## src/rtl/sram1rw_ctrl.sv

```systemverilog
// sram1rw_ctrl: valid/ready front end for a 1RW SRAM macro, with an optional post-reset clear sweep.
// Reads return 2 cycles after accept through a 2-entry FWFT FIFO. Reads stall when FIFO plus inflight would exceed 2; writes never stall.
module sram1rw_fifo2 #(
  parameter int W = 8
) (
  input  logic         clk,
  input  logic         reset,
  input  logic         i_push,
  input  logic [W-1:0] i_dat,
  input  logic         i_pop,
  output logic         o_vld,
  output logic [W-1:0] o_dat,
  output logic [1:0]   o_count
);
  logic [W-1:0] r_mem [2];
  logic         r_wr_ptr;
  logic         r_rd_ptr;
  logic [1:0]   r_count;
  logic         w_pop;

  assign o_vld   = (r_count != 2'd0);
  assign o_dat   = r_mem[r_rd_ptr];
  assign o_count = r_count;
  assign w_pop   = i_pop && o_vld;

  always_ff @(posedge clk) begin
    if (reset) begin
      r_wr_ptr <= 1'b0;
      r_rd_ptr <= 1'b0;
      r_count  <= 2'd0;
    end else begin
      if (i_push) r_wr_ptr <= ~r_wr_ptr;
      if (w_pop)  r_rd_ptr <= ~r_rd_ptr;
      case ({i_push, w_pop})
        2'b10:   r_count <= r_count + 2'd1;
        2'b01:   r_count <= r_count - 2'd1;
        default: r_count <= r_count;
      endcase
    end
  end

  always_ff @(posedge clk) begin
    if (i_push) r_mem[r_wr_ptr] <= i_dat;
  end

  // The controller's credit check must make this unreachable.
  assert property (@(posedge clk) disable iff (reset) !(i_push && (r_count == 2'd2) && !w_pop));
endmodule

module sram1rw_ctrl #(
  parameter int                    ADDR_WIDTH = 7,
  parameter int                    DATA_WIDTH = 8,
  parameter int                    DEPTH      = 128,
  parameter bit                    INIT_EN    = 1'b1,
  parameter logic [DATA_WIDTH-1:0] INIT_VALUE = '0
) (
  input  logic                  clk,
  input  logic                  reset,
  input  logic                  req_valid,
  output logic                  req_ready,
  input  logic                  req_we,
  input  logic [ADDR_WIDTH-1:0] req_addr,
  input  logic [DATA_WIDTH-1:0] req_wdata,
  output logic                  rsp_valid,
  input  logic                  rsp_ready,
  output logic [DATA_WIDTH-1:0] rsp_rdata,
  output logic                  init_done,
  output logic [ADDR_WIDTH-1:0] sram_a,
  output logic                  sram_csb,
  output logic                  sram_web,
  output logic                  sram_oeb,
  output logic [DATA_WIDTH-1:0] sram_i,
  input  logic [DATA_WIDTH-1:0] sram_o
);
  typedef enum logic {ST_INIT, ST_RUN} state_t;

  state_t                r_state;
  logic [ADDR_WIDTH-1:0] r_ic;
  logic                  r_init_done;
  logic                  r_inflight;
  logic                  w_run;
  logic                  w_pop;
  logic                  w_hs;
  logic [1:0]            w_count;
  logic [2:0]            w_occ;

  assign w_run     = (r_state == ST_RUN);
  assign w_pop     = rsp_valid && rsp_ready;
  // A pop this cycle frees a slot in time for a read accepted on the same edge.
  assign w_occ     = {1'b0, w_count} + {2'b00, r_inflight} - {2'b00, w_pop};
  assign req_ready = w_run && (req_we || (w_occ < 3'd2));
  assign w_hs      = req_valid && req_ready;
  assign init_done = r_init_done;
  assign sram_oeb  = 1'b0;

  always_comb begin
    sram_csb = 1'b1;
    sram_web = 1'b1;
    sram_a   = req_addr;
    sram_i   = req_wdata;
    if (!w_run) begin
      sram_csb = 1'b0;
      sram_web = 1'b0;
      sram_a   = r_ic;
      sram_i   = INIT_VALUE;
    end else if (w_hs) begin
      sram_csb = 1'b0;
      sram_web = ~req_we;
    end
  end

  always_ff @(posedge clk) begin
    if (reset) begin
      r_state     <= INIT_EN ? ST_INIT : ST_RUN;
      r_ic        <= '0;
      r_init_done <= !INIT_EN;
      r_inflight  <= 1'b0;
    end else begin
      r_inflight <= w_hs && !req_we;
      case (r_state)
        ST_INIT: begin
          r_ic <= r_ic + ADDR_WIDTH'(1);
          if (r_ic == ADDR_WIDTH'(DEPTH - 1)) begin
            r_state     <= ST_RUN;
            r_init_done <= 1'b1;
          end
        end
        default: r_state <= ST_RUN;
      endcase
    end
  end

  // Macro read data is valid exactly one edge after the read was accepted.
  sram1rw_fifo2 #(.W(DATA_WIDTH)) u_rsp_fifo (
    .clk     (clk),
    .reset   (reset),
    .i_push  (r_inflight),
    .i_dat   (sram_o),
    .i_pop   (w_pop),
    .o_vld   (rsp_valid),
    .o_dat   (rsp_rdata),
    .o_count (w_count)
  );
endmodule
```

## config.mk

```make
export PLATFORM = sky130hd
export DESIGN_NAME = sram1rw_ctrl
export DESIGN_NICKNAME = d
export VERILOG_FILES = /design/src/rtl/sram1rw_ctrl.sv
export SDC_FILE = /design/constraint.sdc
export NUM_CORES = 1
export LEC_CHECK = 0
export ABC_AREA = 1
export CAP_MARGIN = 20
export CORE_MARGIN = 10
export CORE_UTILIZATION = 45
export CTS_CLUSTER_SIZE = 25
export DETAILED_ROUTE_END_ITERATION = 12
export DONT_BUFFER_PORTS = 1
export GPL_TIMING_DRIVEN = 0
export PLACE_DENSITY = 0.58
export SLEW_MARGIN = 30
export SYNTH_ARGS = -nofsm -noshare
export SYNTH_HDL_FRONTEND = slang
export SYNTH_SLANG_ARGS = --single-unit
```

## constraint.sdc

```tcl
create_clock -name clk -period 2.7 [get_ports clk]
set_input_delay 0.405 -clock clk [delete_from_list [all_inputs] [get_ports clk]]
set_output_delay 0.405 -clock clk [all_outputs]
set_load 0.01 [all_outputs]
```

==> results.py, run 1 <==
metrics = {
    "placed_design": {
        "preCtsSetupSlack_ps": -43.17,
        "dp_hpwl_mm": 2.387,
        "dp.cells": 206,
        "place.gp.congestion": 0.7626,
        "portBuffers": 0,
        "place_area_um2": 1503,
    },
    "yosys": {
        "synth-warning-count": 0,
        "synth_ff_type": "edfxtp_1",
        "seq_area_frac_synth": 0.5393,
        "synth.area.top_cells": "edfxtp_1, dfxtp_1, nand2_1, mux2_2, inv_1",
        "synthMostInstantiatedCell": "nand2_1",
        "synth_top_area_frac": 0.3319,
        "netlist_top_cells_count": "nand2_1, inv_1, edfxtp_1, dfxtp_1, nor2_1",
        "yosysUniqueCellTypes": 27,
        "synth_seq_cells": 31,
        "synth_area_um2": 1448,
        "synth_top_area_cell": "edfxtp_1",
        "synth-async-reset-ratio": 0,
        "synth_edf_count": 16,
        "syn_nets": 194,
        "syn_avg_cell_area_um2": 8.936,
        "synthCells": 162,
    },
    "clock_tree": {
        "ctsHoldBuffers": 0,
        "clk_pin_slew_ps": 100,
        "cts_buffers": 5,
        "cts_root_buf": "clkbuf_4",
        "cts_tree": "yes",
        "clock_latency_ps": 320,
        "clk_path_buf_depth": 2,
        "cts_max_level": 2,
        "cts_sinks": 31,
    },
    "drt": {
        "vias_per_cell": 5.023,
        "wirelength_mm": 3.278,
        "drtIter0Drc": 80,
        "post_drt_wl_per_cell_um": 14.90,
        "vias": 1105,
        "drc": 0,
        "ant_nets": 0,
        "dr.pass1.iters": 4,
    },
    "floorplanning": {
        "core_um2": 3078,
        "die_h_um": 76.72,
        "boundaryPins": 57,
        "die_w_um": 76.72,
        "start_util": 0.4703,
        "die-area_um2": 5886,
        "num_rows": 20,
    },
    "sta": {
        "fin_skew_ps": 6.513,
        "fin_crit_sh": 0.9587,
        "drv_slew": 0,
        "report.final.hold_viol_count": 0,
        "fmaxAchievable_ghz": 0.3863,
        "finalWorstSetupSlack_ps": 111.5,
        "period_minus_slack_ps": 2589,
        "tns_ps": 0,
        "worst_hold_slack_ps": 127.6,
        "tightest_slew_ps": 685.8,
        "slew-limit-headroom": 0.5411,
        "setup_violations": 0,
    },
    "cells_and_area": {
        "stdcell_count": 220,
        "nets": 207,
        "n_fill_cell": 286,
        "antenna_cells": 0,
        "final_util": 0.5553,
        "register_area_um2": 785.8,
        "design_area_um2": 1709,
        "syn_to_final_growth_pct": 18.06,
        "drive_gt1_frac": 0.2670,
        "multi_input_area_um2": 630.6,
    },
    "setup_path": {
        "cp.arrival_ps": 2180,
        "crit_path_start_kind": "register",
        "cpMostUsedCell": "nand2_4",
        "worst-path-max-fanout": 2,
        "cp-end-kind": "output pin",
        "path_cells": "inv_4 -> nand2_4 -> nand2_4 -> inv_2 -> ha_4 -> or2_4 -> fa_2 -> nand3_4 -> a21oi_4",
        "cp_num_buf_inv": 2,
        "crit_family": "adder cells",
        "slowest_stage": "fa_2",
        "critPathKind": "register to output pin",
        "cp.required_ps": 2300,
        "slowest_delay_ps": 560,
    },
    "grt": {
        "grt_pass1_vias": 1169,
        "grt_overflow": 0,
        "track_usage": 0.1132,
        "grt_pass1_wl_mm": 5.402,
        "grt_max_degree": 11,
        "antenna_found_initial": 0,
    },
    "status": {
        "status": "finished, final reports clean",
    },
    "pwr": {
        "ir_drop_uv": 259.6,
        "finalPower_uw": 867.6,
        "p_leak_nw": 0.7510,
        "power_density_nw_per_um2": 507.6,
    },
    "run": {
        "cap_violations": 0,
    },
    "hold_path": {
        "min-delay-path-class": "primary input to register",
    },
}
==> registers in the layout, indices dropped and copies added (netlist names), named ones only <==
signal,count
u_rsp_fifo.o_count,2
r_state,1
init_done,1
r_inflight,1
u_rsp_fifo.r_wr_ptr,1
r_ic,7
u_rsp_fifo.r_mem,16
u_rsp_fifo.r_rd_ptr,1
==> kinds of logic after synthesis <==
logic type / synth area share
AO/OA/AOI/OAI: 0.07174
adder cells (fa/ha/maj): 0.03976
buffers and inverters: 0.07865
flip-flops: 0.5393
multiplexers: 0.06223
other: 0.002590
AND/OR/NAND/NOR: 0.2057
==> power by group <==
group          internal [mW]  switching, mW  total (mW)
Clock                  0.190          0.154       0.345
Sequential             0.497        0.00383       0.501
Combinational        0.00740         0.0149      0.0223
Total                  0.695          0.173       0.868
==> layout by cell type (no fill, tap or decap), types with 3 or more instances in the layout <==
cell type / synthesis / layout
nand2_1: 46 / 42
inv_1: 21 / 18
edfxtp_1: 16 / 16
nor2_1: 13 / 13
dfxtp_1: 15 / 13
a21oi_1: 12 / 10
mux2_2: 8 / 8
buf_4: 1 / 7
clkbuf_4: 0 / 5
buf_2: 4 / 4
o21ai_0: 4 / 4
inv_2: 1 / 3
nand2_4: 0 / 3
==> routing by layer <==
metal / GRT usage / vias up / wire length, um
met5: 0 / - / 0
met4: 0.05762 / 0 / 101
met3: 0.06177 / 11 / 370
met2: 0.1771 / 62 / 1553
met1: 0.1206 / 485 / 1252
li1: - / 547 / -
==> repair_timing <==
| item | 4_1_cts | 5_1_grt |
|---|---|---|
| setup endpoints to repair | 2 | 2 |
| hold endpoints to repair | 0 | 0 |
| gates resized for setup | 21 | 2 |
| setup buffers | 4 | 2 |
| pin swaps | 9 | 3 |
==> layout make-up <==
cell class | count | share of cell area
Buffer | 5 | 0.01611
Clock buffer | 5 | 0.02196
Clock inverter | 3 | 0.02269
Inverter | 23 | 0.05198
Multi-Input combinational cell | 103 | 0.3690
Sequential cell | 31 | 0.4597
Tap cell | 44 | 0.03221
Timing Repair Buffer | 6 | 0.02635
==> worst paths after layout <==
| path | endpoint | slack (ps) | from | depth (start not counted) |
|---|---|---|---|---|
| worst max-delay path | req_ready | 110 | u_rsp_fifo.o_count[1] | 9 |
| worst min-delay path | init_done | 130 | reset | 1 |
| worst max register to register | r_inflight | 660 | u_rsp_fifo.o_count[1] | 11 |
| worst min register to register | u_rsp_fifo.r_wr_ptr | 500 | r_inflight | 2 |
Power figures use the tool's default switching activity.
==> run 2: changes to the inputs <==
Settings changed: CORE_MARGIN 10 to 2.
==> run 2 against run 1 <==
Routed wire length is 17% lower. Power is 11% lower. Clock skew is 0.66 ps lower. Final area is 3.5% lower. Flip-flop and latch count stayed put. Cell count is 0.91% lower. Largest power group unchanged.
==> results.py, run 2 (same netlist as run 1, synthesis figures left out) <==
metrics = {
    "setup_path": {
        "cp.arrival_ps": 2180,
        "worst-path-max-fanout": 5,
        "cp-end-kind": "output pin",
        "critPathKind": "register to output pin",
        "cp.required_ps": 2300,
        "crit_path_start_kind": "register",
    },
    "drt": {
        "ant_nets": 0,
        "dr.pass1.iters": 4,
        "drc": 0,
        "vias": 1054,
        "wirelength_mm": 2.720,
        "post_drt_wl_per_cell_um": 12.48,
        "vias_per_cell": 4.835,
        "drtIter0Drc": 23,
    },
    "sta": {
        "fin_skew_ps": 5.851,
        "fmaxAchievable_ghz": 0.3863,
        "tightest_slew_ps": 645.6,
        "report.final.hold_viol_count": 0,
        "period_minus_slack_ps": 2589,
        "slew-limit-headroom": 0.5680,
        "setup_violations": 0,
        "tns_ps": 0,
        "finalWorstSetupSlack_ps": 111.3,
        "worst_hold_slack_ps": 130.7,
        "drv_slew": 0,
        "fin_crit_sh": 0.9588,
    },
    "clock_tree": {
        "cts_tree": "yes",
        "clock_latency_ps": 320,
        "cts_max_level": 2,
        "cts_buffers": 5,
        "cts_root_buf": "clkbuf_4",
        "clk_path_buf_depth": 2,
        "ctsHoldBuffers": 0,
        "cts_sinks": 31,
        "clk_pin_slew_ps": 100,
    },
    "pwr": {
        "p_clk_frac": 0.325,
        "power_density_nw_per_um2": 468.0,
        "p_switching_uw": 168.6,
        "ir_drop_uv": 236.1,
        "p_int_uw": 603.2,
        "finalPower_uw": 771.7,
        "p_leak_nw": 0.7074,
        "switching_share": 0.2184,
        "combPwrFrac": 0.027,
        "p_seq_frac": 0.647,
    },
    "hold_path": {
        "min-delay-path-class": "primary input to register",
    },
    "floorplanning": {
        "core_um2": 3053,
        "boundaryPins": 57,
        "die_h_um": 60.72,
        "num_rows": 20,
        "start_util": 0.4742,
        "die-area_um2": 3687,
        "die_w_um": 60.72,
    },
    "cells_and_area": {
        "n_fill_cell": 308,
        "final_util": 0.5402,
        "antenna_cells": 0,
        "syn_to_final_growth_pct": 13.92,
        "top_register": "u_rsp_fifo.r_mem",
        "largest_reg_flops": 16,
        "stdcell_count": 218,
        "drive_gt1_frac": 0.2529,
        "final_cell_mix": "nand2_1, inv_1, edfxtp_1",
        "nets": 205,
        "design_area_um2": 1649,
        "layout_commonest_cell": "nand2_1",
    },
    "grt": {
        "antenna_found_initial": 0,
        "grt_pass1_vias": 913,
        "track_usage": 0.1581,
        "grt_pass1_wl_mm": 4.029,
        "globalRouteMet1Util": 0.1678,
        "top_usage_layer": "met2",
        "grt_max_degree": 11,
        "grt_overflow": 0,
        "gr-usage-met3": 0.06610,
        "use_met2": 0.2719,
    },
    "placed_design": {
        "portBuffers": 0,
        "dp.cells": 206,
        "dp_hpwl_mm": 2.006,
        "place.gp.congestion": 0.7612,
        "place_area_um2": 1503,
        "preCtsSetupSlack_ps": -26.97,
    },
    "run": {
        "cap_violations": 0,
    },
    "status": {
        "status": "finished, final reports clean",
    },
}
## run 2: per-layer routing
| metal | routed length, um | vias up |
|---|---|---|
| met2 | 1423 | 45 |
| met4 | 27 | 0 |
| met5 | 0 | - |
| li1 | - | 542 |
| met1 | 1031 | 463 |
| met3 | 237 | 4 |
## run 2: layout make-up
cell class / count / area (um2) / share of cell area
buffer: 5 / 27.53 / 0.01669
multi-input combinational: 103 / 603.1 / 0.3657
sequential: 31 / 788.3 / 0.4780
inverter: 23 / 91.34 / 0.05539
clock inverter: 2 / 12.51 / 0.007587
timing repair buffer: 4 / 30.03 / 0.01821
clock buffer: 6 / 41.29 / 0.02504
tap: 44 / 55.05 / 0.03338
## run 2: worst max-delay path: stages (launching register included)
cell and delay, ps:
dfxtp_4 370, inv_4 60, nand2_4 60, nand2_2 80
inv_2 50, ha_4 200, or2_4 230, fa_2 540
nand3_2 90, a21oi_2 190
## run 2: power by group through the flow
stage / logic [mW] / registers [mW] / clock network, mW
after floorplan: 0.0179 / 0.512 / 0
after global placement: 0.0205 / 0.512 / 0
after detailed placement: 0.0206 / 0.512 / 0
after CTS: 0.0212 / 0.501 / 0.263
after global routing: 0.0240 / 0.501 / 0.286
final: 0.0211 / 0.500 / 0.251
## run 2: worst paths after layout
| path | from | to | slack [ps] | cells past startpoint |
|---|---|---|---|---|
| setup reg to reg | u_rsp_fifo.o_count[0] | r_inflight | 690 | 11 |
| hold reg to reg | u_rsp_fifo.o_count[0] | u_rsp_fifo.o_count[0] | 470 | 1 |
| setup / recovery | u_rsp_fifo.o_count[0] | req_ready | 110 | 9 |
| hold / removal | reset | init_done | 130 | 1 |
## run 2: timing repair
action	CTS	global route
hold endpoints to repair	0	0
cloned	0	0
gates resized for setup	17	3
buffers inserted	3	1
setup endpoints to repair	2	2
pin swaps	9	4
==> RTL edit 1 (flow settings as in run 1) <==
Set the parameter `ADDR_WIDTH` to 8 (it was 7).
--- a/src/rtl/sram1rw_ctrl.sv
+++ b/src/rtl/sram1rw_ctrl.sv
@@ -48,7 +48,7 @@
 endmodule
 
 module sram1rw_ctrl #(
-  parameter int                    ADDR_WIDTH = 7,
+  parameter int                    ADDR_WIDTH = 8,
   parameter int                    DATA_WIDTH = 8,
   parameter int                    DEPTH      = 128,
   parameter bit                    INIT_EN    = 1'b1,
Ports: changed (resized req_addr and sram_a); port bits go from 57 to 59. No check against the original RTL was run, so the function may have changed too.
==> RTL edit 1 against run 1 <==
  * Total power is 3.3% higher
  * Setup slack worse by 42 ps
  * Critical path type unchanged
  * Cell area is 8.1% higher
  * Synthesized cell count is 8.6% higher
  * Routed wire length is 11% higher
  * Critical path depth stayed put
  * Synthesized area is 5.4% higher
  * Fmax is 1.6% lower
  * Sequential cell count is 1 higher
  * Highest routed layer unchanged
==> RTL edit 1: results (changes against run 1) <==
INFO  metric power_switching_share = 0.205 (+0.00525)
INFO  metric fin_skew = 8.88 ps (+2.37 ps)
INFO  metric num_vias = 1175 (+6.3%)
INFO  metric yosys.area_share.adder = 0.0377 (-0.00202)
INFO  metric finish.net_count = 228 (+10%)
INFO  metric drtIter0Drc = 86 (+7.5%)
INFO  metric postSynthNetCount = 209 (+7.7%)
INFO  metric globalRoute.totalOverflow = 0 (unchanged)
INFO  metric place_worst_setup_slack = -46.6 ps (-3.40 ps)
INFO  metric routed_wirelength = 3650 um (+11%)
INFO  metric synth_mux_area_frac = 0.0591 (-0.00317)
INFO  metric synthCells = 176 (+8.6%)
INFO  metric globalplace.congestion = 0.797 (+4.4%)
INFO  metric result_of_the_run = complete, no violations
INFO  metric cp_data_arrival_time = 2230 ps (+50 ps)
INFO  metric synth_compound_gate_area_share = 0.0599 (-0.0119)
INFO  metric drive_gt1_frac = 0.291 (+0.0238)
INFO  metric synthTopCellsByArea = edfxtp_1, dfxtp_1, nand2_1, mux2_2, inv_1
INFO  metric power_leakage = 0.806 nW (+7.3%)
INFO  metric clock_network_latency_to_the_later_pin_of_the_worst_skew_pair = 330 ps
INFO  metric post_layout_nonfiller_instances = 242 (+10%)
INFO  metric regMostFlops = u_rsp_fifo.r_mem
INFO  metric slew-limit-headroom = 0.534 (-0.00709)
INFO  metric vdd_ir_drop_max = 271 uV (+4.3%)
INFO  metric detailedPlacementHpwl = 2640 um (+10%)
INFO  metric grt_use_total = 0.112 (-0.00165)
INFO  metric synth.lib_cells_used.distinct = 24 (-11%)
INFO  metric ys_seq_area_frac = 0.525 (-0.0143)
INFO  metric grt_pass1_wl = 5450 um (+0.91%)
INFO  metric hp-class = in -> reg
INFO  metric cell_count_post_placement = 222 (+7.8%)
INFO  metric grt_pass1_vias = 1143 (-2.2%)
INFO  metric most_instantiated_cells_after_synthesis = nand2_1, inv_1, nor2_1
RTL edit 1: critical path: stages (launching register included):
cell and delay (ps):
dfxtp_4 370, inv_4 60, nand2_4 70, nand2_4 70
inv_4 40, ha_4 200, or2_4 250, fa_2 560
nand3_4 90, a21oi_4 180
RTL edit 1: final timing paths:
| kind | depth (start not counted) | slack [ps] | end | from |
|---|---|---|---|---|
| setup / recovery | 9 | 70 | req_ready | u_rsp_fifo.o_count[1] |
| hold / removal | 1 | 120 | r_ic[6] | reset |
| setup reg to reg | 19 | 80 | r_inflight | u_rsp_fifo.o_count[1] |
| hold reg to reg | 2 | 500 | init_done | init_done |
RTL edit 1: what timing repair did:
item,in CTS,in global routing
setup buffers,11,1
resized for setup,18,9
pin swaps,7,10
setup endpoints to repair,2,3
RTL edit 1: routing by layer:
layer / share of wire / GRT usage
met1: 0.40 / 0.112
met5: 0 / 0
met2: 0.51 / 0.197
met3: 0.078 / 0.0558
met4: 0.011 / 0.0376
RTL edit 1: cell families (layout without fill, tap and decap cells):
logic type / count (synthesis) / in the layout
AND/OR/NAND/NOR: 82 / 82
adder cells (fa/ha/maj): 4 / 4
other: 1 / 1
AO/OA/AOI/OAI: 18 / 18
multiplexers: 8 / 8
flip-flops: 32 / 32
buffers and inverters: 31 / 51
RTL edit 1: power groups by stage:
stage	combinational [mW]	sequential [mW]	clock, mW
floorplan	0.0176	0.528	0
global placement	0.0205	0.528	0
detailed placement	0.0210	0.529	0
CTS	0.0218	0.516	0.364
global route	0.0248	0.518	0.384
finish	0.0221	0.517	0.358
RTL edit 1: cell type report:
type	count	area, sq um
fill	315	1460
sequential	32	806
multi-input combinational	113	674
inverter	25	101
timing repair buffer	12	93.8
tap	46	57.6
clock buffer	6	41.3
buffer	6	38.8
clock inverter	2	35.0
RTL edit 1: through the flow:
stage	hold slack (ps)	setup TNS [ps]	area (sq um)
after floorplan	453	0	1530
after global placement	463	0	1580
after detailed placement	475	-46.6	1580
after CTS	113	0	1810
after global routing	105	-87.1	1850
final	122	0	1850
==> RTL edit 2 (settings of run 1) <==
Made on the original files. Reset style: asynchronous (`reset`), changed in 2 clocked blocks.
--- a/src/rtl/sram1rw_ctrl.sv
+++ b/src/rtl/sram1rw_ctrl.sv
@@ -23,7 +23,7 @@
   assign o_count = r_count;
   assign w_pop   = i_pop && o_vld;
 
-  always_ff @(posedge clk) begin
+  always_ff @(posedge clk or posedge reset) begin
     if (reset) begin
       r_wr_ptr <= 1'b0;
       r_rd_ptr <= 1'b0;
@@ -109,7 +109,7 @@
     end
   end
 
-  always_ff @(posedge clk) begin
+  always_ff @(posedge clk or posedge reset) begin
     if (reset) begin
       r_state     <= INIT_EN ? ST_INIT : ST_RUN;
       r_ic        <= '0;
Check against the original RTL: differs if reset is asserted again (counterexample within 4 cycles, from zero or initial values and one cycle with reset high); with reset held inactive, the same outputs for 10 cycles.
==> RTL edit 2 against run 1 <==
  * The flow now finishes with violations (negative setup slack)
  * Setup slack worse by 110 ps
  * Routed wire length shrank 3.1%
  * Cell area up 0.22%
  * Clock skew down 0.73 ps
  * Sequential cell count fell by 1
  * Synthesized area rose by 1.6%
  * Global-route usage down 0.16 points
  * Largest cell class unchanged
  * Critical endpoint unchanged
  * Utilization fell by 0.33 points
Power is not compared: it rests on default switching activity, and its combinational part moved more than twofold at a synthesized area within 25%.
==> RTL edit 2: results (changes against run 1) <==
INFO  metric clk_path_buf_depth = 2 (unchanged)
INFO  metric multi_input_comb_cells = 82 (-20%)
INFO  metric crit-reg2reg-launch = u_rsp_fifo.o_count[0]
INFO  metric multi_input_area_share = 0.332 (-0.0373)
INFO  metric met3RoutedLength = 197 um (-47%)
INFO  metric result_of_the_run = finished, violations left
INFO  metric synthArstFlopShare = 0.467 (+0.467)
INFO  metric met2_length = 1740 um (+12%)
INFO  metric ys_seq_area_frac = 0.565 (+0.0253)
INFO  metric finish.net_count = 191 (-7.7%)
INFO  metric n_fill_cell = 312 (+9.1%)
INFO  metric critical_path.top_delay_family = adder cells
INFO  metric largest_net_degree_at_the_start_of_global_routing = 15 (+4)
INFO  metric clockBufferCount = 6 (+1)
INFO  metric routedLengthMet1 = 1190 um (-5.0%)
INFO  metric grt_use_total = 0.112 (-0.00159)
INFO  metric layout.area.seq = 831 sq um (+5.7%)
INFO  metric grtUsageMet1 = 0.109 (-0.0113)
INFO  metric drive_gt1_frac = 0.294 (+0.0267)
INFO  metric timing.setup.tns = -1.01 ps (-1.01 ps)
INFO  metric non_clock_inverter_count = 26 (+13%)
INFO  metric cts_sinks = 30 (-3.2%)
INFO  metric use_met3 = 0.0478 (-0.0140)
INFO  metric detailedPlacementHpwl = 2290 um (-3.9%)
INFO  metric fin_hold_ws = 15.8 ps (-112 ps)
INFO  metric met2_usage_in_global_routing = 0.204 (+0.0269)
INFO  metric slew-limit-headroom = 0.535 (-0.00606)
INFO  metric route.detailed.vias_per_inst = 4.86 (-3.2%)
INFO  metric io_buffer_count = 0 (unchanged)
INFO  metric final-nonclk-buf-share = 0.0614 (+0.0189)
INFO  metric finalSetupViolCount = 1 (+1)
INFO  metric fin_skew = 5.79 ps (-0.727 ps)
INFO  metric netSwitchingPower = 0.401 mW
INFO  metric failed_checks = negative setup slack
INFO  metric postSynthNetCount = 176 (-9.3%)
INFO  metric rrSetupSlack = 680 ps (+20 ps)
INFO  metric non_clock_buffer_instance_count_of_the_final_layout = 14 (+3)
INFO  metric synthTopCellsByArea = edfxtp_1, dfrtp_1, nand2_1, inv_1, mux2_2
INFO  metric grt_pass1_vias = 1085 (-7.2%)
INFO  metric hp-class = in -> async
INFO  metric clock_tree_area_fraction = 0.0299 (-0.0147)
INFO  metric r2r_end = r_inflight
INFO  metric minimum_setup_slack_in_the_final_design = -1.01 ps (-112 ps)
INFO  metric most_instantiated_cells_after_synthesis = nand2_1, inv_1, edfxtp_1
INFO  metric power.share.combinational = 0.374
INFO  metric worstRegToRegCells = 11 (unchanged)
INFO  metric cts_resized = 13 (-38%)
INFO  metric globalplace.congestion = 0.735 (-3.6%)
INFO  metric grt_pass1_wl = 5230 um (-3.2%)
INFO  metric drtIter0Drc = 27 (-66%)
RTL edit 2: changes by cell type in the layout (fill, tap and decap cells not counted), sizes merged, moves of 2 or more:
cell and delta:
nor3 -3, dfrtp +14, a21oi -8, buf +3, nor2 -10, o21bai +2
xor2 +4, inv +4, nand2 -10, xnor2 +3, nand4 +2, dfxtp -15
o21ai +3, nand3 -2
RTL edit 2: cell families (layout without fill, tap and decap cells):
logic type,Yosys count,in the layout,synth area share
xor+xnor,7,7,0.0417
flops,30,30,0.565
mux,8,8,0.0612
simple gates,47,47,0.138
compound gates,15,15,0.0544
other cells,1,1,0.00255
buf+inv,32,48,0.0986
fa+ha+maj,4,4,0.0391
RTL edit 2: metrics by stage:
step	area, sq um	util	power, mW	worst slack [ps]	cells
floorplan	1470	-	0.758	142	144
global placement	1530	0.492	0.795	10.5	188
detailed placement	1530	0.492	0.808	-42.3	188
CTS	1670	0.538	1.17	-22.4	202
global route	1710	0.552	1.30	-68.2	204
finish	1710	0.552	1.22	-1.01	204
